<file path="src/rtl/adaptive_signal_ctrl.sv">
// Adaptive intersection controller: queue-scaled green times, skippable left-turn and walk
// phases, all-red clearance and level-driven emergency pre-emption, stepped by a 1 s tick.
module adaptive_signal_ctrl #(
    parameter int CNT_W      = 3,
    parameter int TIME_W     = 6,
    parameter int MORE_TH    = 4,
    parameter int T_MG_BASE  = 20,
    parameter int T_MG_LONG  = 25,
    parameter int T_MG_SHORT = 15,
    parameter int T_SG_BASE  = 10,
    parameter int T_SG_LONG  = 15,
    parameter int T_SG_SHORT = 5,
    parameter int T_PG_BASE  = 10,
    parameter int T_PG_LONG  = 20,
    parameter int T_L        = 6,
    parameter int T_Y        = 3,
    parameter int T_AR       = 1
) (
    input  logic              clk,
    input  logic              rst,
    input  logic              tick,
    input  logic [CNT_W-1:0]  main_num,
    input  logic [CNT_W-1:0]  left_num,
    input  logic [CNT_W-1:0]  sec_num,
    input  logic [CNT_W-1:0]  p_num,
    input  logic              m_emergency,
    input  logic              s_emergency,
    output logic [3:0]        m_LRYG,
    output logic [2:0]        s_RYG,
    output logic              ped,
    output logic [3:0]        phase,
    output logic [TIME_W-1:0] remain
);

    typedef enum logic [3:0] {
        ST_AR    = 4'd0,
        ST_M_G   = 4'd1,
        ST_M_Y   = 4'd2,
        ST_M_L   = 4'd3,
        ST_S_G   = 4'd4,
        ST_S_Y   = 4'd5,
        ST_P_G   = 4'd6,
        ST_EMG_M = 4'd7,
        ST_EMG_S = 4'd8
    } state_t;

    localparam logic [31:0] MORE_TH_U = MORE_TH;

    function automatic bit fits(input int t);
        return (t >= 0) && (t < (1 << TIME_W));
    endfunction

    if (!(fits(T_MG_BASE) && fits(T_MG_LONG) && fits(T_MG_SHORT) &&
          fits(T_SG_BASE) && fits(T_SG_LONG) && fits(T_SG_SHORT) &&
          fits(T_PG_BASE) && fits(T_PG_LONG) && fits(T_L) && fits(T_Y) && fits(T_AR))) begin : g_bad_duration
        $error("adaptive_signal_ctrl: a phase duration does not fit in TIME_W bits");
    end

    // Phase length chosen at entry; emergency phases are untimed and park at zero.
    function automatic logic [TIME_W-1:0] dur_of(input state_t st, input logic m_more,
                                                 input logic s_more, input logic p_more);
        logic [TIME_W-1:0] d;
        case (st)
            ST_AR:  d = TIME_W'(T_AR);
            ST_M_G: begin
                if (m_more)                d = TIME_W'(T_MG_LONG);
                else if (s_more || p_more) d = TIME_W'(T_MG_SHORT);
                else                       d = TIME_W'(T_MG_BASE);
            end
            ST_M_Y: d = TIME_W'(T_Y);
            ST_M_L: d = TIME_W'(T_L);
            ST_S_G: begin
                if (s_more)      d = TIME_W'(T_SG_LONG);
                else if (m_more) d = TIME_W'(T_SG_SHORT);
                else             d = TIME_W'(T_SG_BASE);
            end
            ST_S_Y: d = TIME_W'(T_Y);
            ST_P_G: d = p_more ? TIME_W'(T_PG_LONG) : TIME_W'(T_PG_BASE);
            ST_EMG_M, ST_EMG_S: d = {TIME_W{1'b0}};
            default: d = TIME_W'(T_AR);
        endcase
        if ((d == {TIME_W{1'b0}}) && (st != ST_EMG_M) && (st != ST_EMG_S)) begin
            d = TIME_W'(1);
        end
        return d;
    endfunction

    // Lamp pattern {m_LRYG, s_RYG, ped} for a state; unknown codes show all-red.
    function automatic logic [7:0] lamps_of(input state_t st);
        logic [7:0] l;
        case (st)
            ST_M_G, ST_EMG_M: l = {4'b0001, 3'b100, 1'b0};
            ST_M_Y:           l = {4'b0010, 3'b100, 1'b0};
            ST_M_L:           l = {4'b1100, 3'b100, 1'b0};
            ST_S_G, ST_EMG_S: l = {4'b0100, 3'b001, 1'b0};
            ST_S_Y:           l = {4'b0100, 3'b010, 1'b0};
            ST_P_G:           l = {4'b0100, 3'b100, 1'b1};
            default:          l = {4'b0100, 3'b100, 1'b0};
        endcase
        return l;
    endfunction

    state_t              state_r, nxt_r, state_s, nxt_s;
    logic [TIME_W-1:0]   remain_r, remain_s;
    logic                pend_m_r, pend_s_r, pend_m_s, pend_s_s;
    logic                load_s, dec_s;
    logic [7:0]          lamps_s;

    wire eff_m_s    = m_emergency;
    wire eff_s_s    = s_emergency & ~m_emergency;
    wire expire_s   = tick & (remain_r <= TIME_W'(1));
    wire m_more_s   = 32'(main_num) >= MORE_TH_U;
    wire s_more_s   = 32'(sec_num)  >= MORE_TH_U;
    wire p_more_s   = 32'(p_num)    >= MORE_TH_U;

    // Next-state, timer and pending-emergency computation.
    always_comb begin
        state_s  = state_r;
        nxt_s    = nxt_r;
        remain_s = remain_r;
        pend_m_s = pend_m_r;
        pend_s_s = pend_s_r;
        load_s   = 1'b0;
        dec_s    = 1'b0;
        case (state_r)
            ST_AR: begin
                if (eff_m_s)      pend_m_s = 1'b1;
                else if (eff_s_s) pend_s_s = 1'b1;
                else              pend_m_s = pend_m_r;
                if (expire_s) begin
                    load_s = 1'b1;
                    if (pend_m_s)      state_s = ST_EMG_M;
                    else if (pend_s_s) state_s = ST_EMG_S;
                    else               state_s = nxt_r;
                end else begin
                    dec_s = tick;
                end
            end
            ST_M_G: begin
                if (eff_m_s) begin
                    state_s = ST_M_G;
                end else if (eff_s_s) begin
                    state_s  = ST_M_Y;
                    load_s   = 1'b1;
                    pend_s_s = 1'b1;
                end else if (expire_s) begin
                    state_s = ST_M_Y;
                    load_s  = 1'b1;
                end else begin
                    dec_s = tick;
                end
            end
            ST_M_Y, ST_S_Y: begin
                if (eff_m_s)      pend_m_s = 1'b1;
                else if (eff_s_s) pend_s_s = 1'b1;
                else              pend_s_s = pend_s_r;
                if (expire_s) begin
                    state_s = ST_AR;
                    load_s  = 1'b1;
                    if (state_r == ST_M_Y) nxt_s = (left_num != {CNT_W{1'b0}}) ? ST_M_L : ST_S_G;
                    else                   nxt_s = (p_num != {CNT_W{1'b0}}) ? ST_P_G : ST_M_G;
                end else begin
                    dec_s = tick;
                end
            end
            ST_M_L, ST_P_G: begin
                if (eff_m_s || eff_s_s || expire_s) begin
                    state_s  = ST_AR;
                    load_s   = 1'b1;
                    nxt_s    = (state_r == ST_M_L) ? ST_S_G : ST_M_G;
                    pend_m_s = pend_m_r | eff_m_s;
                    pend_s_s = pend_s_r | eff_s_s;
                end else begin
                    dec_s = tick;
                end
            end
            ST_S_G: begin
                if (eff_m_s) begin
                    state_s  = ST_S_Y;
                    load_s   = 1'b1;
                    pend_m_s = 1'b1;
                end else if (eff_s_s) begin
                    state_s = ST_S_G;
                end else if (expire_s) begin
                    state_s = ST_S_Y;
                    load_s  = 1'b1;
                end else begin
                    dec_s = tick;
                end
            end
            ST_EMG_M: begin
                if (!m_emergency) begin
                    state_s = ST_M_Y;
                    load_s  = 1'b1;
                end else begin
                    state_s = ST_EMG_M;
                end
            end
            ST_EMG_S: begin
                // A main request overrides an active secondary pre-emption via the secondary yellow.
                if (m_emergency) begin
                    state_s  = ST_S_Y;
                    load_s   = 1'b1;
                    pend_m_s = 1'b1;
                end else if (!s_emergency) begin
                    state_s = ST_S_Y;
                    load_s  = 1'b1;
                end else begin
                    state_s = ST_EMG_S;
                end
            end
            default: begin
                state_s  = ST_AR;
                nxt_s    = ST_M_G;
                load_s   = 1'b1;
                pend_m_s = 1'b0;
                pend_s_s = 1'b0;
            end
        endcase
        if (load_s) begin
            remain_s = dur_of(state_s, m_more_s, s_more_s, p_more_s);
            if (state_s == ST_EMG_M)      pend_m_s = 1'b0;
            else if (state_s == ST_EMG_S) pend_s_s = 1'b0;
            else                          pend_m_s = pend_m_s;
        end else if (dec_s) begin
            remain_s = remain_r - TIME_W'(1);
        end else begin
            remain_s = remain_r;
        end
        lamps_s = lamps_of(state_s);
    end

    // State, timer and registered lamp outputs.
    always_ff @(posedge clk) begin
        if (rst) begin
            state_r                 <= ST_AR;
            nxt_r                   <= ST_M_G;
            remain_r                <= dur_of(ST_AR, 1'b0, 1'b0, 1'b0);
            pend_m_r                <= 1'b0;
            pend_s_r                <= 1'b0;
            {m_LRYG, s_RYG, ped}    <= lamps_of(ST_AR);
        end else begin
            state_r                 <= state_s;
            nxt_r                   <= nxt_s;
            remain_r                <= remain_s;
            pend_m_r                <= pend_m_s;
            pend_s_r                <= pend_s_s;
            {m_LRYG, s_RYG, ped}    <= lamps_s;
        end
    end

    assign phase  = state_r;
    assign remain = remain_r;

endmodule

</file>
<file path="config.mk">
export PLATFORM = sky130hd
export DESIGN_NAME = adaptive_signal_ctrl
export DESIGN_NICKNAME = d
export VERILOG_FILES = /design/src/rtl/adaptive_signal_ctrl.sv
export SDC_FILE = /design/constraint.sdc
export NUM_CORES = 1
export LEC_CHECK = 0
export ABC_AREA = 1
export BUFFER_PORTS_ARGS = -buffer_cell sky130_fd_sc_hd__buf_4
export CELL_PAD_IN_SITES_DETAIL_PLACEMENT = 0
export CELL_PAD_IN_SITES_GLOBAL_PLACEMENT = 1
export CORE_MARGIN = 5
export CORE_UTILIZATION = 37
export DETAILED_ROUTE_END_ITERATION = 8
export GPL_TIMING_DRIVEN = 0
export PLACE_DENSITY_LB_ADDON = 0.1
export SLEW_MARGIN = 20
export SYNTH_ARGS = -nofsm -noshare
export SYNTH_HDL_FRONTEND = slang
export SYNTH_SLANG_ARGS = --single-unit
</file>
<file path="constraint.sdc">
create_clock -name clk -period 2.6 [get_ports clk]
set_input_delay 0.13 -clock clk [delete_from_list [all_inputs] [get_ports clk]]
set_output_delay 0.13 -clock clk [all_outputs]
set_load 0.005 [all_outputs]
</file>
# == Word level (Yosys, flattened, before mapping) ==
# Memories as Yosys holds them, arrays and structs flattened. A register that Yosys moved wholly into a read port is not among the register bits.
# Cells that the tools add are included.
# word_totals
reg_bits,16
rom_bits,128
inputBits,17
output_inout_bits,18
wordCells,120
n_memories,1
# op_classes
add_sub_neg,1
order_cmp,4
n_eq_ne,20
mux,61
bitwise,6
reduce_logical,22
# memory_table
memory,words,width,rd,rd_ports_with_merged_regs,wr,line,text
(name not given),16,8,1,1,0,91,case (st)
# op_table
cell,n
two-way mux 4 bit,17
== test 4 x 3 -> 1 bit (second input constant),8
case mux 5 bit (6 select lines),1
case mux 4 bit (7 select lines),1
two-way mux 1 bit,25
two-way mux 6 bit,4
== test 4 x 2 -> 1 bit (second input constant),4
two-way mux 3 bit,5
two-way mux 5 bit,3
case mux 4 bit (3 select lines),1
OR reduction 2 bit,6
>= comparator 3 bit (second input constant),3
OR reduction 3 bit,3
== test 4 x 1 -> 1 bit (second input constant),2
== test 4 bit (second input constant),2
case mux 1 bit (4 select lines),2
<= comparator 6 x 1 -> 1 bit (second input constant),1
zero test 6 bit,1
case mux 1 bit (6 select lines),1
nonzero test 3 bit,2
subtractor 6 x 1 -> 6 bit (second input constant),1
OR reduction 5 bit,1
zero test 4 bit,1
!= test 2 bit (second input constant),2
other kinds (11),17

# == Logic depth before layout (Yosys ltp) ==
# logic_depth
word_depth,18
mapped_depth,21
ltp_nobuf,21

# == Worst setup path before layout ==
# OpenSTA, ideal clock, no wires.
# synth_timing
path_kind,register -> register
startpoint,reg remain_r[0] (netlist: remain[0])
endpoint,reg remain_r[3] (netlist: remain[3])
setup_time_ns,0.109
arrival_time_ns,2.283
t_required_ns,2.491
setup_slack_ns,0.208
path_stages_with_launch,18
path_buffers,0
synth_period_minus_slack_ns,2.392
path_cell_list,dfxtp_1 > inv_1 > ha_1 > inv_1 > nand2_1 > nand3_2 > nor2_2 > o211ai_1 > o21ai_0 > nor3_2 > inv_2 > ha_1 > nand3_2 > nor2_2 > o21ai_1 > nand3_1 > nand2_1 > inv_1
# synth_between
elab_chain_cells,15
word_cells_on_any_way,47
classes_between,add/sub: 1; order compare: 1; eq/ne: 10; mux: 27; bitwise: 1; reduce/logical: 7
# synth_lines
element,line,text
from (decl),104,"logic [TIME_W-1:0] remain_r, remain_s;"
from (signal assigned),238,"remain_r <= dur_of(ST_AR, 1'b0, 1'b0, 1'b0);"
from (signal assigned),245,remain_r <= remain_s;
<= comparator 6 x 1 -> 1 bit (*),111,wire expire_s = tick & (remain_r <= TIME_W'(1));
bitwise AND 1 bit (*),111,
two-way mux 4 bit (on tied branches),"184, 146",
two-way mux 4 bit (on tied branches),"182, 142",
two-way mux 4 bit (on tied branches),"178, 140",
case mux 4 bit (7 select lines) (*),125,case (state_r)
net state_s[0],103,"state_t state_r, nxt_r, state_s, nxt_s;"
== test 4 x 3 -> 1 bit (tied with other cells),63,case (st)
OR reduction 2 bit (on tied branches),n/a,
case mux 5 bit (6 select lines),63,
two-way mux 6 bit,220,if (load_s) begin
zero test 6 bit,82,if ((d == {TIME_W{1'b0}}) && (st != ST_EMG_M) && (st != ST_EMG_S)) begin
logical AND 1 bit (2 in series),82,
two-way mux 6 bit (*),82,
two-way mux 6 bit (*),220,
# The timed path passes the listed nets; every way through them passes the cells marked *. The select of a mux whose other input is x is not followed.
# A chain may end at the register's enable or synchronous reset.

# == Final worst setup path ==
# layout_timing
startpoint,reg remain_r[0] (netlist: remain[0])
endpoint,reg remain_r[0] (netlist: remain[0])
# The elaborated chain is that of the path after synthesis.

==> run metrics <==
mapped cell area 1670 µm²; Remaining Overflow, GRT 0; first-pass GRT wire length ~7.6 mm; Clock transition at path regs about 0.090 ns; Die ar. about 6000 µm²; Layout Cells excl Fill ~360; number of synthesized flops with an enable pin 0; routed wire length ~4.7 mm; CP required 2.77 ns; Post-Layout Inst Area 2220 µm²; Multi-input gate area between 1000 and 1500 µm²; H-tree depth 1; Placed Area 1950 µm²; Nets 337; max_cap viols 0; syn_area_per_cell ~6.3 µm²; Synth Flop Type dfxtp_1; Detailed Place HPWL roughly 3.5 mm; initial antenna violation count 0; Finish-stage setup viols 0; Lkg Pwr 1.15 nW; DR pass1 iterations 4; core area between 4000 and 5000 µm²; Antenna diodes 0; YS warnings 0; Final Cycle Share approximately 95%; CP endpoint kind register; Yosys reg bits 23; placed insts around 350; Clock Latency Late Sink approximately 0.27 ns; Longest Clk Path Bufs 2; Rel. slew slack between 60 and 70%; Post-Syn Instances about 270; min cycle time layout 2.48 ns; Fin Clk Skew roughly 0.0046 ns; HP Class input pin to register; VDD IR max between 0.5 and 0.6 mV; Clock Tree Root clkbuf_8; 1st-iter DRT viols 87; Critical Path Fanout Max 5; FMAX 404 MHz; die height just under 80 µm; gp weighted congestion 0.866; Die W 77.2 µm; Syn Nets 289; outcome finished, final reports clean; P per Cell Area about 1200 nW/µm²; layout cells sized above 1 between 30% and 40%; final core occ 50.9%; Num CTS Buffers 3; number of nets still failing antenna checks after routing 0; largest net degree at the start of global routing 15; Arrival @ worst endpoint between 2 and 3 ns; DR DRC count 0; WL per Instance about 13 µm; Post-Route Setup TNS 0 ns; Distinct cells, synth 33; Hold Vio Cnt, Final 0; FF/Latch Area 468 µm²; crit path launch type register; slew at the pin closest to its max-slew limit roughly 0.5 ns; fill cell count ~450; pins over their slew limit 0; port bufs 29; GRT Util Overall between 15 and 20%; row cnt 24; Area growth syn-to-layout 32.9%; I/O pin cnt 35; Starting Density between 30% and 40%; Pwr Total about 2.7 mW; ys async rst share 0%; vias in the first global route approximately 1,700; worst setup path class register to register; CTS tree built; DR vias 1,806; vias per cell about 5; Num Clock Sinks 23; Seq/Total Area, Yosys ~28%
-- power breakdown --
part	internal (mW)	switching [mW]	total, mW
Sequential	0.461	0.0791	0.540
Clock	0.108	0.119	0.228
Combinational	0.805	1.15	1.96
Total	1.37	1.35	2.72
-- through the flow --
step           worst slack [ns]  hold WS (ns)
2_1_floorplan             0.208         0.389
3_3_place_gp             -0.348         0.449
3_5_place_dp             -0.304         0.448
4_1_cts                 0.00441         0.272
5_1_grt                  -0.103         0.287
6_report                  0.124         0.269
-- synthesized netlist by cell type (2+ instances only) --
cell | n | share of area, %
nand2_1 | 73 | 16
inv_1 | 36 | 8.1
nor2_1 | 25 | 5.6
dfxtp_1 | 23 | 28
nand3_1 | 19 | 5.7
o21ai_0 | 12 | 3.6
inv_2 | 9 | 2.0
a21oi_1 | 8 | 2.4
ha_1 | 7 | 5.2
nor2_2 | 7 | 2.6
o21ai_1 | 7 | 2.1
nand3_2 | 4 | 2.4
nor3_1 | 4 | 1.2
nand4_1 | 3 | 1.1
a211oi_1 | 2 | 0.90
clkbuf_1 | 2 | 0.45
nand2_2 | 2 | 0.75
nor2_4 | 2 | 1.3
nor3_2 | 2 | 1.2
o2111ai_1 | 2 | 1.0
o211ai_1 | 2 | 0.90
o31ai_1 | 2 | 0.90
or3_1 | 2 | 0.75
-- logic make-up after synthesis --
| kind of cell | share of synthesized area [%] |
|---|---|
| AO/OA/AOI/OAI | 13.8 |
| XOR/XNOR | 1.05 |
| AND/OR/NAND/NOR | 41.5 |
| adder cells (fa/ha/maj) | 5.25 |
| flip-flops | 27.6 |
| buffers and inverters | 10.9 |
-- final timing paths --
| check | end | cells past startpoint | from | slack (ns) |
|---|---|---|---|---|
| setup / recovery | remain[0] | 19 | remain[0] | 0.12 |
| hold / removal | phase[0] | 2 | rst | 0.27 |
| setup reg to reg | remain[0] | 19 | remain[0] | 0.12 |
| hold reg to reg | nxt_r[2] | 2 | nxt_r[2] | 0.46 |
-- metal layers --
metal / vias up / GRT usage (%) / wire (µm)
li1: 944 / - / -
met1: 813 / 20.8 / 2170
met2: 40 / 24.7 / 2220
met3: 9 / 1.29 / 175
met4: 0 / 5.50 / 85
met5: - / 0 / 0
-- registers in the layout, indices dropped and copies added (netlist names) --
signal	cells
remain	6
phase	4
s_RYG	3
ped	1
nxt_r	3
m_LRYG	4
pend_m_r	1
pend_s_r	1
-- cell usage in the layout, fill, tap and decap left out, types with 3 or more instances in the layout --
cell type	synthesis	layout
nand2_1	73	68
buf_4	0	42
inv_1	36	33
nor2_1	25	23
dfxtp_1	23	19
nand3_1	19	18
inv_2	9	11
o21ai_0	12	10
nor2_2	7	8
a21oi_1	8	8
nand2_2	2	7
o21ai_1	7	7
nand3_2	4	4
nor3_1	4	4
nor2_4	2	3
nand4_1	3	3
ha_4	0	3
clkbuf_8	0	3
dfxtp_2	0	3
-- critical path, cell delays in order (launching register included) --
cell,delay [ns]
dfxtp_4,0.38
inv_4,0.05
ha_4,0.16
inv_1,0.06
nand2_2,0.08
nand3_2,0.08
nor2_2,0.05
o211ai_1,0.24
buf_4,0.16
o21ai_2,0.07
nor3_4,0.17
buf_6,0.15
inv_2,0.07
ha_4,0.18
nand2_1,0.10
nand3_1,0.09
nor2_1,0.09
nand3_1,0.09
nand2_1,0.06
nand2_1,0.05
-- area by class of cell --
| cell class | instances | share of cell area [%] |
|---|---|---|
| clock buffer | 3 | 1.86 |
| inverter | 45 | 7.73 |
| timing repair buffer | 43 | 14.7 |
| tap | 52 | 2.93 |
| buffer | 3 | 0.564 |
| sequential | 23 | 21.1 |
| clock inverter | 1 | 0.338 |
| multi-input combinational | 194 | 50.8 |
-- repair_timing --
item	4_1_cts	5_1_grt
setup buffers	6	8
gates resized for setup	9	25
endpoints found under the setup margin	11	8
hold buffers	0	0
pin swaps	2	6
Note: power is estimated with default switching activity, not from simulation.
